`config.mk`:
```
export PLATFORM = sky130hd
export DESIGN_NAME = snd_bus_nchip
export DESIGN_NICKNAME = d
export VERILOG_FILES = /design/src/rtl/snd_pkg.sv /design/src/rtl/snd_wfifo.sv /design/src/rtl/snd_bus_nchip.sv
export SDC_FILE = /design/constraint.sdc
export NUM_CORES = 1
export LEC_CHECK = 0
export CORE_MARGIN = 3
export CORE_UTILIZATION = 35
export CTS_CLUSTER_SIZE = 12
export DETAILED_ROUTE_END_ITERATION = 10
export GPL_ROUTABILITY_DRIVEN = 0
export SETUP_SLACK_MARGIN = 0.15
export SKIP_CTS_REPAIR_TIMING = 1
export SLEW_MARGIN = 20
export SYNTH_ARGS = -nofsm -noshare
export SYNTH_HDL_FRONTEND = slang
export SYNTH_HIERARCHICAL = 1
export SYNTH_SLANG_ARGS = --single-unit
export TNS_END_PERCENT = 20
```
`constraint.sdc`:
```
create_clock -name clk -period 2.9 [get_ports clk]
set_input_delay 0.435 -clock clk [delete_from_list [all_inputs] [get_ports clk]]
set_output_delay 0.435 -clock clk [all_outputs]
set_load 0.005 [all_outputs]
```
`src/rtl/snd_pkg.sv`:
```
`default_nettype none
// +------------------------------------------------------------------+
// | snd_pkg : shared encodings for the multi-chip sound bus bridge   |
// | Rev 1.0                                                          |
// +------------------------------------------------------------------+
package snd_pkg;

    localparam logic [2:0] c_ST_IDLE   = 3'd0;
    localparam logic [2:0] c_ST_SETUP  = 3'd1;
    localparam logic [2:0] c_ST_STROBE = 3'd2;
    localparam logic [2:0] c_ST_HOLD   = 3'd3;
    localparam logic [2:0] c_ST_WAIT   = 3'd4;

    // {bdir, bc1}
    localparam logic [1:0] c_BUS_IDLE = 2'b00;
    localparam logic [1:0] c_BUS_READ = 2'b01;
    localparam logic [1:0] c_BUS_DATA = 2'b10;
    localparam logic [1:0] c_BUS_ADDR = 2'b11;

    localparam logic [3:0] c_CFG_TAG       = 4'hF;
    localparam int         c_CFG_TAG_LSB   = 4;
    localparam int         c_CFG_NSTAT_BIT = 2;
    localparam int         c_CFG_SEL_LSB   = 0;

    localparam int c_ENTRY_W = 11;

    typedef struct packed {
        logic [1:0] chip;
        logic       a0;
        logic [7:0] data;
    } snd_entry_t;

    function automatic int max_int(input int a, input int b);
        return (a > b) ? a : b;
    endfunction

endpackage
`default_nettype wire

```
`src/rtl/snd_wfifo.sv`:
```
`default_nettype none
// +------------------------------------------------------------------+
// | snd_wfifo : synchronous write queue, show-ahead read port        |
// | Rev 1.0                                                          |
// +------------------------------------------------------------------+
module snd_wfifo #(
    parameter int FIFO_DEPTH = 4,
    parameter int WIDTH      = 11
) (
    input  logic             clk,
    input  logic             rst_n,
    input  logic             i_push,
    input  logic [WIDTH-1:0] i_push_data,
    input  logic             i_pop,
    output logic [WIDTH-1:0] o_pop_data,
    output logic             o_empty,
    output logic             o_full
);
    localparam int c_AW = $clog2(FIFO_DEPTH);
    localparam logic [c_AW-1:0] c_PTR_ONE = c_AW'(1);
    localparam logic [c_AW:0]   c_CNT_ONE = (c_AW + 1)'(1);
    localparam logic [c_AW:0]   c_CNT_MAX = (c_AW + 1)'(FIFO_DEPTH);

    logic [WIDTH-1:0] r_mem [FIFO_DEPTH];
    logic [c_AW-1:0]  r_wr_ptr;
    logic [c_AW-1:0]  r_rd_ptr;
    logic [c_AW:0]    r_count;
    logic             w_do_push;
    logic             w_do_pop;

    assign o_empty    = (r_count == '0);
    assign o_full     = (r_count == c_CNT_MAX);
    assign o_pop_data = r_mem[r_rd_ptr];
    assign w_do_pop   = i_pop & ~o_empty;
    // A full queue still accepts a push when an entry leaves the same cycle
    assign w_do_push  = i_push & (~o_full | w_do_pop);

    always_ff @(posedge clk or negedge rst_n) begin
        if (!rst_n) begin
            r_wr_ptr <= '0;
            r_rd_ptr <= '0;
            r_count  <= '0;
        end else begin
            if (w_do_push) r_wr_ptr <= r_wr_ptr + c_PTR_ONE;
            if (w_do_pop)  r_rd_ptr <= r_rd_ptr + c_PTR_ONE;
            if (w_do_push && !w_do_pop)      r_count <= r_count + c_CNT_ONE;
            else if (!w_do_push && w_do_pop) r_count <= r_count - c_CNT_ONE;
        end
    end

    always_ff @(posedge clk) begin
        if (w_do_push) r_mem[r_wr_ptr] <= i_push_data;
    end

endmodule
`default_nettype wire

```
`src/rtl/snd_bus_nchip.sv`:
```
`default_nettype none
// +------------------------------------------------------------------+
// | snd_bus_nchip : AY-slot bus to N local YM chips, queued writes   |
// | Rev 1.0                                                          |
// +------------------------------------------------------------------+
module snd_bus_nchip
    import snd_pkg::*;
#(
    parameter int N_CHIPS    = 2,
    parameter int FIFO_DEPTH = 4,
    parameter int SETUP_CYC  = 2,
    parameter int WR_CYC     = 4,
    parameter int ADDR_WAIT  = 288,
    parameter int DATA_WAIT  = 1344
) (
    input  logic               clk,
    input  logic               rst_n,
    input  logic               bdir,
    input  logic               bc1,
    input  logic               a8,
    input  logic               a9_n,
    input  logic [7:0]         din,
    output logic [7:0]         dout,
    output logic               dout_oe,
    output logic [7:0]         ld_out,
    output logic               ld_oe,
    input  logic [7:0]         ld_in,
    output logic [N_CHIPS-1:0] cs_n,
    output logic               rd_n,
    output logic               wr_n,
    output logic               a0,
    output logic [1:0]         sel_idx,
    output logic               stat_mode,
    output logic               overflow
);
    localparam int c_CNT_W = $clog2(max_int(max_int(SETUP_CYC, WR_CYC),
                                            max_int(ADDR_WAIT, DATA_WAIT))) + 1;
    localparam logic [c_CNT_W-1:0] c_SETUP_LD = c_CNT_W'(SETUP_CYC - 1);
    localparam logic [c_CNT_W-1:0] c_WR_LD    = c_CNT_W'(WR_CYC - 1);
    localparam logic [c_CNT_W-1:0] c_AWAIT_LD = c_CNT_W'(ADDR_WAIT - 1);
    localparam logic [c_CNT_W-1:0] c_DWAIT_LD = c_CNT_W'(DATA_WAIT - 1);

    logic r_bdir_s1, r_bdir_s2, r_bc1_s1, r_bc1_s2;
    logic r_a8_s1, r_a8_s2, r_a9n_s1, r_a9n_s2;
    logic r_wr_act, r_wr_is_addr, r_rd_prev, r_rd_strobe;
    logic [7:0] r_wr_byte;
    logic [1:0] r_sel_idx;
    logic r_stat_mode, r_overflow;
    logic [2:0] r_state, w_state_nxt;
    logic [c_CNT_W-1:0] r_cnt, w_cnt_nxt;
    snd_entry_t r_cur, w_cur_nxt, w_head, w_push_entry;
    logic [N_CHIPS-1:0] r_cs_n, w_cs_n_nxt;
    logic r_rd_n, r_wr_n, r_a0, r_ld_oe, r_dout_oe;
    logic w_rd_n_nxt, w_wr_n_nxt, w_a0_nxt, w_ld_oe_nxt;
    logic [7:0] r_ld_out, w_ld_out_nxt, r_dout;
    logic [1:0] w_code, w_cfg_sel;
    logic w_en, w_wr_now, w_rd_cyc, w_wr_end, w_is_cfg, w_cfg_ok;
    logic w_push, w_pop, w_rd_strobe, w_fifo_empty, w_fifo_full;
    logic [c_ENTRY_W-1:0] w_fifo_dout;

    assign w_en      = r_a8_s2 & ~r_a9n_s2;
    assign w_code    = w_en ? {r_bdir_s2, r_bc1_s2} : c_BUS_IDLE;
    assign w_wr_now  = (w_code == c_BUS_DATA) || (w_code == c_BUS_ADDR);
    assign w_rd_cyc  = (w_code == c_BUS_READ);
    assign w_wr_end  = r_wr_act & ~r_bdir_s2;
    assign w_is_cfg  = r_wr_is_addr && (r_wr_byte[c_CFG_TAG_LSB +: 4] == c_CFG_TAG);
    assign w_cfg_sel = r_wr_byte[c_CFG_SEL_LSB +: 2];
    assign w_cfg_ok  = (int'(w_cfg_sel) < N_CHIPS);
    assign w_push    = w_wr_end & ~w_is_cfg;
    assign w_head    = snd_entry_t'(w_fifo_dout);
    // Once a read strobe has started it keeps the bus until the read ends
    assign w_rd_strobe = w_rd_cyc && (r_state == c_ST_IDLE) && (w_fifo_empty || r_rd_strobe);

    always_comb begin
        w_push_entry      = '0;
        w_push_entry.chip = r_sel_idx;
        w_push_entry.a0   = ~r_wr_is_addr;
        w_push_entry.data = r_wr_byte;
    end

    snd_wfifo #(
        .FIFO_DEPTH (FIFO_DEPTH),
        .WIDTH      (c_ENTRY_W)
    ) u_wfifo (
        .clk         (clk),
        .rst_n       (rst_n),
        .i_push      (w_push),
        .i_push_data (w_push_entry),
        .i_pop       (w_pop),
        .o_pop_data  (w_fifo_dout),
        .o_empty     (w_fifo_empty),
        .o_full      (w_fifo_full)
    );

    always_comb begin
        w_state_nxt = r_state;
        w_cnt_nxt   = r_cnt;
        w_cur_nxt   = r_cur;
        w_pop       = 1'b0;
        case (r_state)
            c_ST_IDLE: if (!w_fifo_empty && !w_rd_strobe) begin
                w_pop       = 1'b1;
                w_cur_nxt   = w_head;
                w_state_nxt = c_ST_SETUP;
                w_cnt_nxt   = c_SETUP_LD;
            end
            c_ST_SETUP: if (r_cnt == '0) begin
                w_state_nxt = c_ST_STROBE;
                w_cnt_nxt   = c_WR_LD;
            end else w_cnt_nxt = r_cnt - 1'b1;
            c_ST_STROBE: if (r_cnt == '0) w_state_nxt = c_ST_HOLD;
                         else w_cnt_nxt = r_cnt - 1'b1;
            c_ST_HOLD: begin
                w_state_nxt = c_ST_WAIT;
                w_cnt_nxt   = r_cur.a0 ? c_DWAIT_LD : c_AWAIT_LD;
            end
            c_ST_WAIT: if (r_cnt == '0) w_state_nxt = c_ST_IDLE;
                       else w_cnt_nxt = r_cnt - 1'b1;
            default: w_state_nxt = c_ST_IDLE;
        endcase
    end

    // Bus outputs are registered from the next state so they never glitch
    always_comb begin
        w_cs_n_nxt   = '1;
        w_rd_n_nxt   = 1'b1;
        w_wr_n_nxt   = 1'b1;
        w_a0_nxt     = r_a0;
        w_ld_oe_nxt  = 1'b0;
        w_ld_out_nxt = r_ld_out;
        if (w_state_nxt == c_ST_SETUP || w_state_nxt == c_ST_STROBE || w_state_nxt == c_ST_HOLD) begin
            for (int i = 0; i < N_CHIPS; i++)
                if (i == int'(w_cur_nxt.chip)) w_cs_n_nxt[i] = 1'b0;
            w_a0_nxt     = w_cur_nxt.a0;
            w_ld_out_nxt = w_cur_nxt.data;
            w_ld_oe_nxt  = 1'b1;
            w_wr_n_nxt   = (w_state_nxt != c_ST_STROBE);
        end else if (w_rd_strobe) begin
            for (int i = 0; i < N_CHIPS; i++)
                if (i == int'(r_sel_idx)) w_cs_n_nxt[i] = 1'b0;
            w_rd_n_nxt = 1'b0;
            w_a0_nxt   = ~r_stat_mode;
        end
    end

    always_ff @(posedge clk or negedge rst_n) begin
        if (!rst_n) begin
            {r_bdir_s1, r_bdir_s2, r_bc1_s1, r_bc1_s2} <= '0;
            {r_a8_s1, r_a8_s2, r_a9n_s1, r_a9n_s2}     <= '0;
            r_wr_act     <= 1'b0;
            r_wr_is_addr <= 1'b0;
            r_wr_byte    <= '0;
            r_sel_idx    <= '0;
            r_stat_mode  <= 1'b0;
            r_overflow   <= 1'b0;
            r_state      <= c_ST_IDLE;
            r_cnt        <= '0;
            r_cur        <= '0;
            r_cs_n       <= '1;
            r_rd_n       <= 1'b1;
            r_wr_n       <= 1'b1;
            r_a0         <= 1'b0;
            r_ld_oe      <= 1'b0;
            r_ld_out     <= '0;
            r_dout       <= 8'hFF;
            r_dout_oe    <= 1'b0;
            r_rd_prev    <= 1'b0;
            r_rd_strobe  <= 1'b0;
        end else begin
            {r_bdir_s1, r_bdir_s2} <= {bdir, r_bdir_s1};
            {r_bc1_s1, r_bc1_s2}   <= {bc1, r_bc1_s1};
            {r_a8_s1, r_a8_s2}     <= {a8, r_a8_s1};
            {r_a9n_s1, r_a9n_s2}   <= {a9_n, r_a9n_s1};
            r_wr_act <= w_wr_now;
            if (w_wr_now) begin
                r_wr_byte    <= din;
                r_wr_is_addr <= r_bc1_s2;
            end
            if (w_wr_end && w_is_cfg && w_cfg_ok) begin
                r_sel_idx   <= w_cfg_sel;
                r_stat_mode <= ~r_wr_byte[c_CFG_NSTAT_BIT];
            end
            if (w_push && w_fifo_full && !w_pop) r_overflow <= 1'b1;
            r_state     <= w_state_nxt;
            r_cnt       <= w_cnt_nxt;
            r_cur       <= w_cur_nxt;
            r_cs_n      <= w_cs_n_nxt;
            r_rd_n      <= w_rd_n_nxt;
            r_wr_n      <= w_wr_n_nxt;
            r_a0        <= w_a0_nxt;
            r_ld_oe     <= w_ld_oe_nxt;
            r_ld_out    <= w_ld_out_nxt;
            r_rd_prev   <= w_rd_cyc;
            r_rd_strobe <= w_rd_strobe;
            r_dout_oe   <= w_rd_cyc & r_rd_prev;
            if (r_rd_strobe) r_dout <= ld_in;
            else if (w_rd_cyc && !w_rd_strobe && r_stat_mode) r_dout <= 8'h80;
        end
    end

    assign cs_n      = r_cs_n;
    assign rd_n      = r_rd_n;
    assign wr_n      = r_wr_n;
    assign a0        = r_a0;
    assign ld_oe     = r_ld_oe;
    assign ld_out    = r_ld_out;
    assign dout      = r_dout;
    assign dout_oe   = r_dout_oe;
    assign sel_idx   = r_sel_idx;
    assign stat_mode = r_stat_mode;
    assign overflow  = r_overflow;

endmodule
`default_nettype wire

```
Word level (Yosys, flattened, before mapping)
Memories as Yosys holds them, arrays and structs flattened.
Index checks and enable logic that the tools add are counted.
{ "classes": {"add_sub_neg": 5, "order_cmp": 1, "n_eq_ne": 17, "mux": 33, "bitwise_logic": 15, "n_reduce_logical": 32} }
{ "op_table": {"columns": ["cell", "n"], "rows": [
  ["12-bit one-hot mux with 4 select lines", 1],
  ["12-bit 2-to-1 mux", 3],
  ["11-bit 2-to-1 mux", 3],
  ["3-bit 2-to-1 mux", 6],
  ["8-bit 2-to-1 mux", 2],
  ["3-bit one-hot mux with 5 select lines", 1],
  ["1-bit 2-to-1 mux", 14],
  ["3-bit by 2-bit == test with 1-bit output (second input constant)", 4],
  ["1-bit logical AND", 12],
  ["12-bit zero test", 1],
  ["12-bit by 1-bit subtractor with 12-bit output (second input constant)", 1],
  ["1-bit inverter", 8],
  ["1-bit bitwise AND", 6],
  ["3-bit by 1-bit == test with 1-bit output (second input constant)", 2],
  ["3-bit == test (second input constant)", 2],
  ["3-bit zero test", 2],
  ["2-bit 2-to-1 mux", 3],
  ["2-bit nonzero test", 3],
  ["1-bit zero test", 5],
  ["2-bit by 1-bit adder with 2-bit output (second input constant)", 2],
  ["2-bit == test (first input constant)", 2],
  ["2-bit == test (second input constant)", 2],
  ["4-bit == test (second input constant)", 1],
  ["2-bit zero test", 2],
  ["other kinds (12)", 15]
]} }
{ "word_totals": {"regBits": 80, "ramBits": 44, "in_bits": 22, "out_inout_bits": 27, "word_cells": 136, "mem_count": 1} }
{ "memory_table": {"columns": ["name", "words", "width", "read_ports", "rd_ports_with_merged_regs", "wr", "line_no", "rtl"], "rows": [
  ["u_wfifo.r_mem", 4, 11, 1, 0, 1, "snd_wfifo.sv:24", "logic [WIDTH-1:0] r_mem [FIFO_DEPTH];"]
]} }

Logic depth before layout (Yosys ltp)
{ "depth": {"ltp_word": 17, "ltp_mapped": 13, "depth_no_buf": 12} }

By module
The synthesis kept the hierarchy.
{ "modules_own_cells": {"columns": ["module", "n_inst", "cells_per_inst", "area_per_inst_um2", "seq_area_each_um2"], "rows": [
  ["snd_bus_nchip", 1, 285, 3234.4, 1841.8],
  ["snd_wfifo", 1, 92, 2026.9, 1496.4]
]} }

Worst setup path before layout
No wires, ideal clock.
{ "synth_path": {"path_kind": "register to register", "startpoint": "register r_a8_s2", "endpoint": "register u_wfifo.r_count[2]", "setup_time_ps": 79, "t_arrival_ps": 2550, "required_ps": 2821, "slack_ps": 270, "stages_incl_launch_ff": 14, "n_path_buf": 1, "period_less_slack_ps": 2630, "cell_sequence": "dfrtp_1 and4bb_2 a21oi_2 nand2_2 inv_2 buf_6 inv_1 a21boi_4 ha_1 inv_1 fa_1 xor2_1 nor2_1 xor2_1"} }
{ "synth_via": {"elab_chain_cells": 15, "word_cells_on_any_way": 18, "cone_classes": "1 x eq/ne; 4 x mux; 4 x bitwise; 9 x reduce/logical"} }
{ "synth_rtl": {"columns": ["element", "line_no", "rtl"], "rows": [
  ["from (decl)", "snd_bus_nchip.sv:44", "logic r_a8_s1, r_a8_s2, r_a9n_s1, r_a9n_s2;"],
  ["from (signal assigned)", "snd_bus_nchip.sv:172", "{r_a8_s1, r_a8_s2} <= {a8, r_a8_s1};"],
  ["1-bit bitwise AND (*)", "snd_bus_nchip.sv:61", "assign w_en = r_a8_s2 & ~r_a9n_s2;"],
  ["2-bit 2-to-1 mux (*)", "snd_bus_nchip.sv:62", "assign w_code = w_en ? {r_bdir_s2, r_bc1_s2} : c_BUS_IDLE;"],
  ["2-bit by 1-bit == test with 1-bit output (*)", "snd_bus_nchip.sv:64", "assign w_rd_cyc = (w_code == c_BUS_READ);"],
  ["via w_rd_cyc", "snd_bus_nchip.sv:57", "logic w_en, w_wr_now, w_rd_cyc, w_wr_end, w_is_cfg, w_cfg_ok;"],
  ["1-bit logical AND (*) (2 in series)", "snd_bus_nchip.sv:72", "assign w_rd_strobe = w_rd_cyc && (r_state == c_ST_IDLE) && (w_fifo_empty || r_rd_strobe);"],
  ["1-bit zero test (*)", "snd_bus_nchip.sv:101", "c_ST_IDLE: if (!w_fifo_empty && !w_rd_strobe) begin"],
  ["1-bit logical AND (*)", "snd_bus_nchip.sv:101", null],
  ["1-bit 2-to-1 mux (*)", "snd_bus_nchip.sv:101", null],
  ["1-bit 2-to-1 mux (*)", "snd_bus_nchip.sv:100", "case (r_state)"],
  ["via w_pop", "snd_bus_nchip.sv:58", "logic w_push, w_pop, w_rd_strobe, w_fifo_empty, w_fifo_full;"],
  ["1-bit bitwise AND (*)", "snd_wfifo.sv:34", "assign w_do_pop = i_pop & ~o_empty;"],
  ["1-bit OR (*)", "snd_wfifo.sv:36", "assign w_do_push = i_push & (~o_full | w_do_pop);"],
  ["1-bit bitwise AND (*)", "snd_wfifo.sv:36", null],
  ["via u_wfifo.w_do_push", "snd_wfifo.sv:28", "logic w_do_push;"],
  ["1-bit zero test", "snd_wfifo.sv:47", "else if (!w_do_push && w_do_pop) r_count <= r_count - c_CNT_ONE;"],
  ["1-bit logical AND", "snd_wfifo.sv:47", null],
  ["2-bit nonzero test (no source line)", null, null],
  ["to (signal assigned)", "snd_wfifo.sv:46", "if (w_do_push && !w_do_pop) r_count <= r_count + c_CNT_ONE;"],
  ["to (signal assigned)", "snd_wfifo.sv:47", null],
  ["to (decl)", "snd_wfifo.sv:27", "logic [c_AW:0] r_count;"]
]} }
The timed path passes the listed nets; every way through them passes the cells marked *.
A chain may end at the register's enable or synchronous reset.

Final worst setup path
{ "layout_path": {"startpoint": "register u_wfifo.r_count[0]", "endpoint": "register u_wfifo.r_count[2]"} }
{ "layout_via": {"elab_chain_cells": 13, "word_cells_on_any_way": 23, "cone_classes": "2 x add/sub; 1 x eq/ne; 4 x mux; 5 x bitwise; 11 x reduce/logical"} }
{ "layout_rtl": {"columns": ["element", "line_no", "rtl"], "rows": [
  ["3-bit zero test (*)", "snd_wfifo.sv:31", "assign o_empty = (r_count == '0);"],
  ["via w_fifo_empty", "snd_bus_nchip.sv:58", null],
  ["1-bit logical OR", "snd_bus_nchip.sv:72", null],
  ["1-bit logical AND", "snd_bus_nchip.sv:72", null],
  ["1-bit zero test", "snd_bus_nchip.sv:101", null],
  ["1-bit logical AND", "snd_bus_nchip.sv:101", null],
  ["1-bit 2-to-1 mux", "snd_bus_nchip.sv:101", null],
  ["1-bit 2-to-1 mux", "snd_bus_nchip.sv:100", null],
  ["1-bit bitwise AND (*)", "snd_wfifo.sv:34", null],
  ["1-bit OR", "snd_wfifo.sv:36", null],
  ["1-bit bitwise AND", "snd_wfifo.sv:36", null],
  ["1-bit zero test", "snd_wfifo.sv:47", null],
  ["1-bit logical AND", "snd_wfifo.sv:47", null],
  ["2-bit nonzero test (no source line)", null, null]
]} }
The timed path passes the listed nets; every way through them passes the cells marked *. The select of a mux whose other input is x is not followed.

==> results.cfg <==
[global_routing]
grt_overflow = 0
grt_pass1_wl_um = 17120
antenna_found_initial = 0
grt_max_degree = 80
grt_usage_pct = 13.56
grt_pass1_vias = 3322

[timing]
worst-slew-pin-transition_ns = 0.7715
post-route-min-period_ns = 2.492
fmax_ghz = 0.4013
rsz0062_at_grt = false
timing.final.crit_share_pct = 85.92
tns_ns = 0
finalHoldViolCount = 0
finalClockSkew_ns = 0.005795
hold-worst-slack_ns = 0.02687
slew_violations = 0
relSlewSlack_pct = 48.33
finalSetupViolations = 0

[die]
dieArea_um2 = 16540
die_w_um = 128.6
num_rows = 44
start_util_pct = 35.93
die_y_um = 128.6
ios = 49
coreArea_um2 = 14640

[synth]
ys_types = 67
yosysSeqAreaShare_pct = 63.45
synth_top_area_cell = dfrtp_1
synth_cells = 377
synth_area_leaders = dfrtp_1, edfxtp_1, dfstp_2
synthArstFlopShare_pct = 64.52
synth_edf_count = 44
syn_nets = 406
synth_top_flop_cell = dfrtp_1
ys_seq_elements = 124
syn-cell-area_um2 = 5261
yosysWarnings = 6
syn-mean-instance-area_um2 = 13.96
synth_top_area_share_pct = 32.34

[clocking]
clock_sinks = 124
ctsHtreeMaxLevel = 4
clock_latency_ns = 0.41
clkSlewWorstSetupHoldPaths_ns = 0.06
clockBufferDepth = 2
numCtsBuffers = 17
cts_root_buf = clkbuf_16
cts_tree = built

[route]
drc = 0
antenna_left = 0
post_drt_wl_per_cell_um = 16.30
wl_um = 10380
vias_per_cell = 5.046
vias = 3214
drt_iter0_drc = 194
dr.pass1.iters = 4

[place]
dp_hpwl_um = 6802
placed_cell_area_um2 = 5949
portBuffers = 48

[cells_and_area]
drive_gt1_share_pct = 24.06
antenna_cells = 0
design_area_um2 = 6590
utilization_pct = 45.00
nFillCells = 1320
area_delta_synth_final_pct = 25.26
final_nets = 469

[worst_setup_path]
crit_required_ns = 3.23
crit_start = u_wfifo/r_count[0]
reg2reg_from = u_wfifo/r_count[0]
crit_path_max_fanout = 6
crit_path_end_kind = flop
worstSetupPathType = reg -> reg
start_kind = flop
r2r_cells = 11
cp.arrival_ns = 2.82

[run_status]
outcome = complete, no violations

[hold_path]
hold_path_class = in -> async

[run]
maxCapViolations = 0

[power]
peakVddDrop_mv = 0.5066
p_leak_uw = 0.002628
powerDensity_nw_per_um2 = 1030
finalPower_uw = 6786
## final timing paths
kind / endpoint / slack [ns]
setup / recovery: u_wfifo/r_count[2] / 0.41
max in group asynchronous: dout[6] / 2.23
hold reg to reg: r_a8_s2 / 0.35
hold / removal: r_cnt[6] / 0.03
setup reg to reg: u_wfifo/r_count[2] / 0.41
min in group clk: r_a8_s2 / 0.35
## registers in the layout (all words and copies together), names as in the netlist, 2 cells and up
name / cells
u_wfifo/r_mem: 44
dout: 8
ld_out: 8
u_wfifo/r_wr_ptr: 2
u_wfifo/r_count: 3
sel_idx: 2
cs_n: 2
r_cur: 11
r_wr_byte: 8
u_wfifo/r_rd_ptr: 2
r_cnt: 12
r_state: 3
## critical path: stages, from the launching register on
cell and delay (ns):
dfrtp_1 0.45, nor3_1 0.43, a21oi_4 0.06, nand2_2 0.15, inv_2 0.07, nand2b_1 0.11
ha_1 0.20, inv_1 0.07, fa_1 0.42, xor2_1 0.15, nor2_1 0.12, xor2_1 0.17
## final cells by class
cell class | instances | area (um2) | share of cell area (%)
tap | 184 | 230.2 | 3.493
timing repair buffer | 58 | 556.8 | 8.449
clock inverter | 14 | 192.7 | 2.924
multi-input combinational | 222 | 1779 | 27.00
inverter | 17 | 63.81 | 0.9683
clock buffer | 18 | 429.2 | 6.512
sequential | 124 | 3338 | 50.66
## synthesized netlist by cell type (all sizes together), types with 3 or more instances
master,count
a21oi,15
dfrtp,68
or3,3
nor3,9
o22ai,4
mux4,11
buf,9
edfxtp,44
inv,16
xor2,3
ha,6
nand2,48
xnor2,5
nand2b,5
a22o,7
nand3b,3
a22oi,3
o21ai,8
nor4,3
and2,6
a221o,3
nand4,3
dfstp,12
nand3,7
mux2,21
nor2,14
clkbuf,5
o211ai,3
## stage by stage
| stage | setup slack, ns | cells |
|---|---|---|
| after floorplan | 0.2704 | 377 |
| after global placement | 0.3834 | 604 |
| after detailed placement | 0.2744 | 604 |
| after CTS | 0.2441 | 636 |
| after global routing | 0.1980 | 637 |
| final | 0.4082 | 637 |
## where the power goes
group | switching (uW) | total [uW] | leakage (uW) | internal, uW
clock | 772 | 2210 | 0.000297 | 1440
combinational | 906 | 1980 | 0.000966 | 1080
sequential | 352 | 2590 | 0.00137 | 2240
## per-layer routing
layer | vias to the layer above | part of all wire [%] | track usage [%]
li1 | 1512 | - | -
met1 | 1612 | 47 | 17.78
met2 | 71 | 47 | 20.75
met3 | 19 | 3.8 | 3.694
met4 | 0 | 2.4 | 6.980
met5 | - | 0 | 0
## cells in the final DEF (no fill, tap or decap), types with 4 or more instances in the layout
master,count
a21oi_1,14
a22o_1,7
and2_2,4
buf_4,10
bufinv_16,4
clkbuf_16,17
clkdlybuf4s50_1,47
dfrtp_1,68
dfstp_2,12
edfxtp_1,44
ha_1,6
inv_1,15
mux2_2,13
mux2_4,8
mux4_2,11
nand2_1,47
nand2b_1,5
nand3_1,6
nor2_1,14
nor3_1,8
o21ai_0,8
o22ai_1,4
xnor2_1,5
## cells by family (layout without fill, tap and decap cells)
kind of cell / count (synthesis) / count (layout) / synth area share (%)
flops: 124 / 124 / 63.45
buf+inv: 31 / 107 / 2.877
simple gates: 111 / 111 / 11.63
compound gates: 60 / 60 / 8.371
fa+ha+maj: 9 / 9 / 2.188
mux: 34 / 34 / 10.15
xor+xnor: 8 / 8 / 1.332
Power figures use the tool's default switching activity.
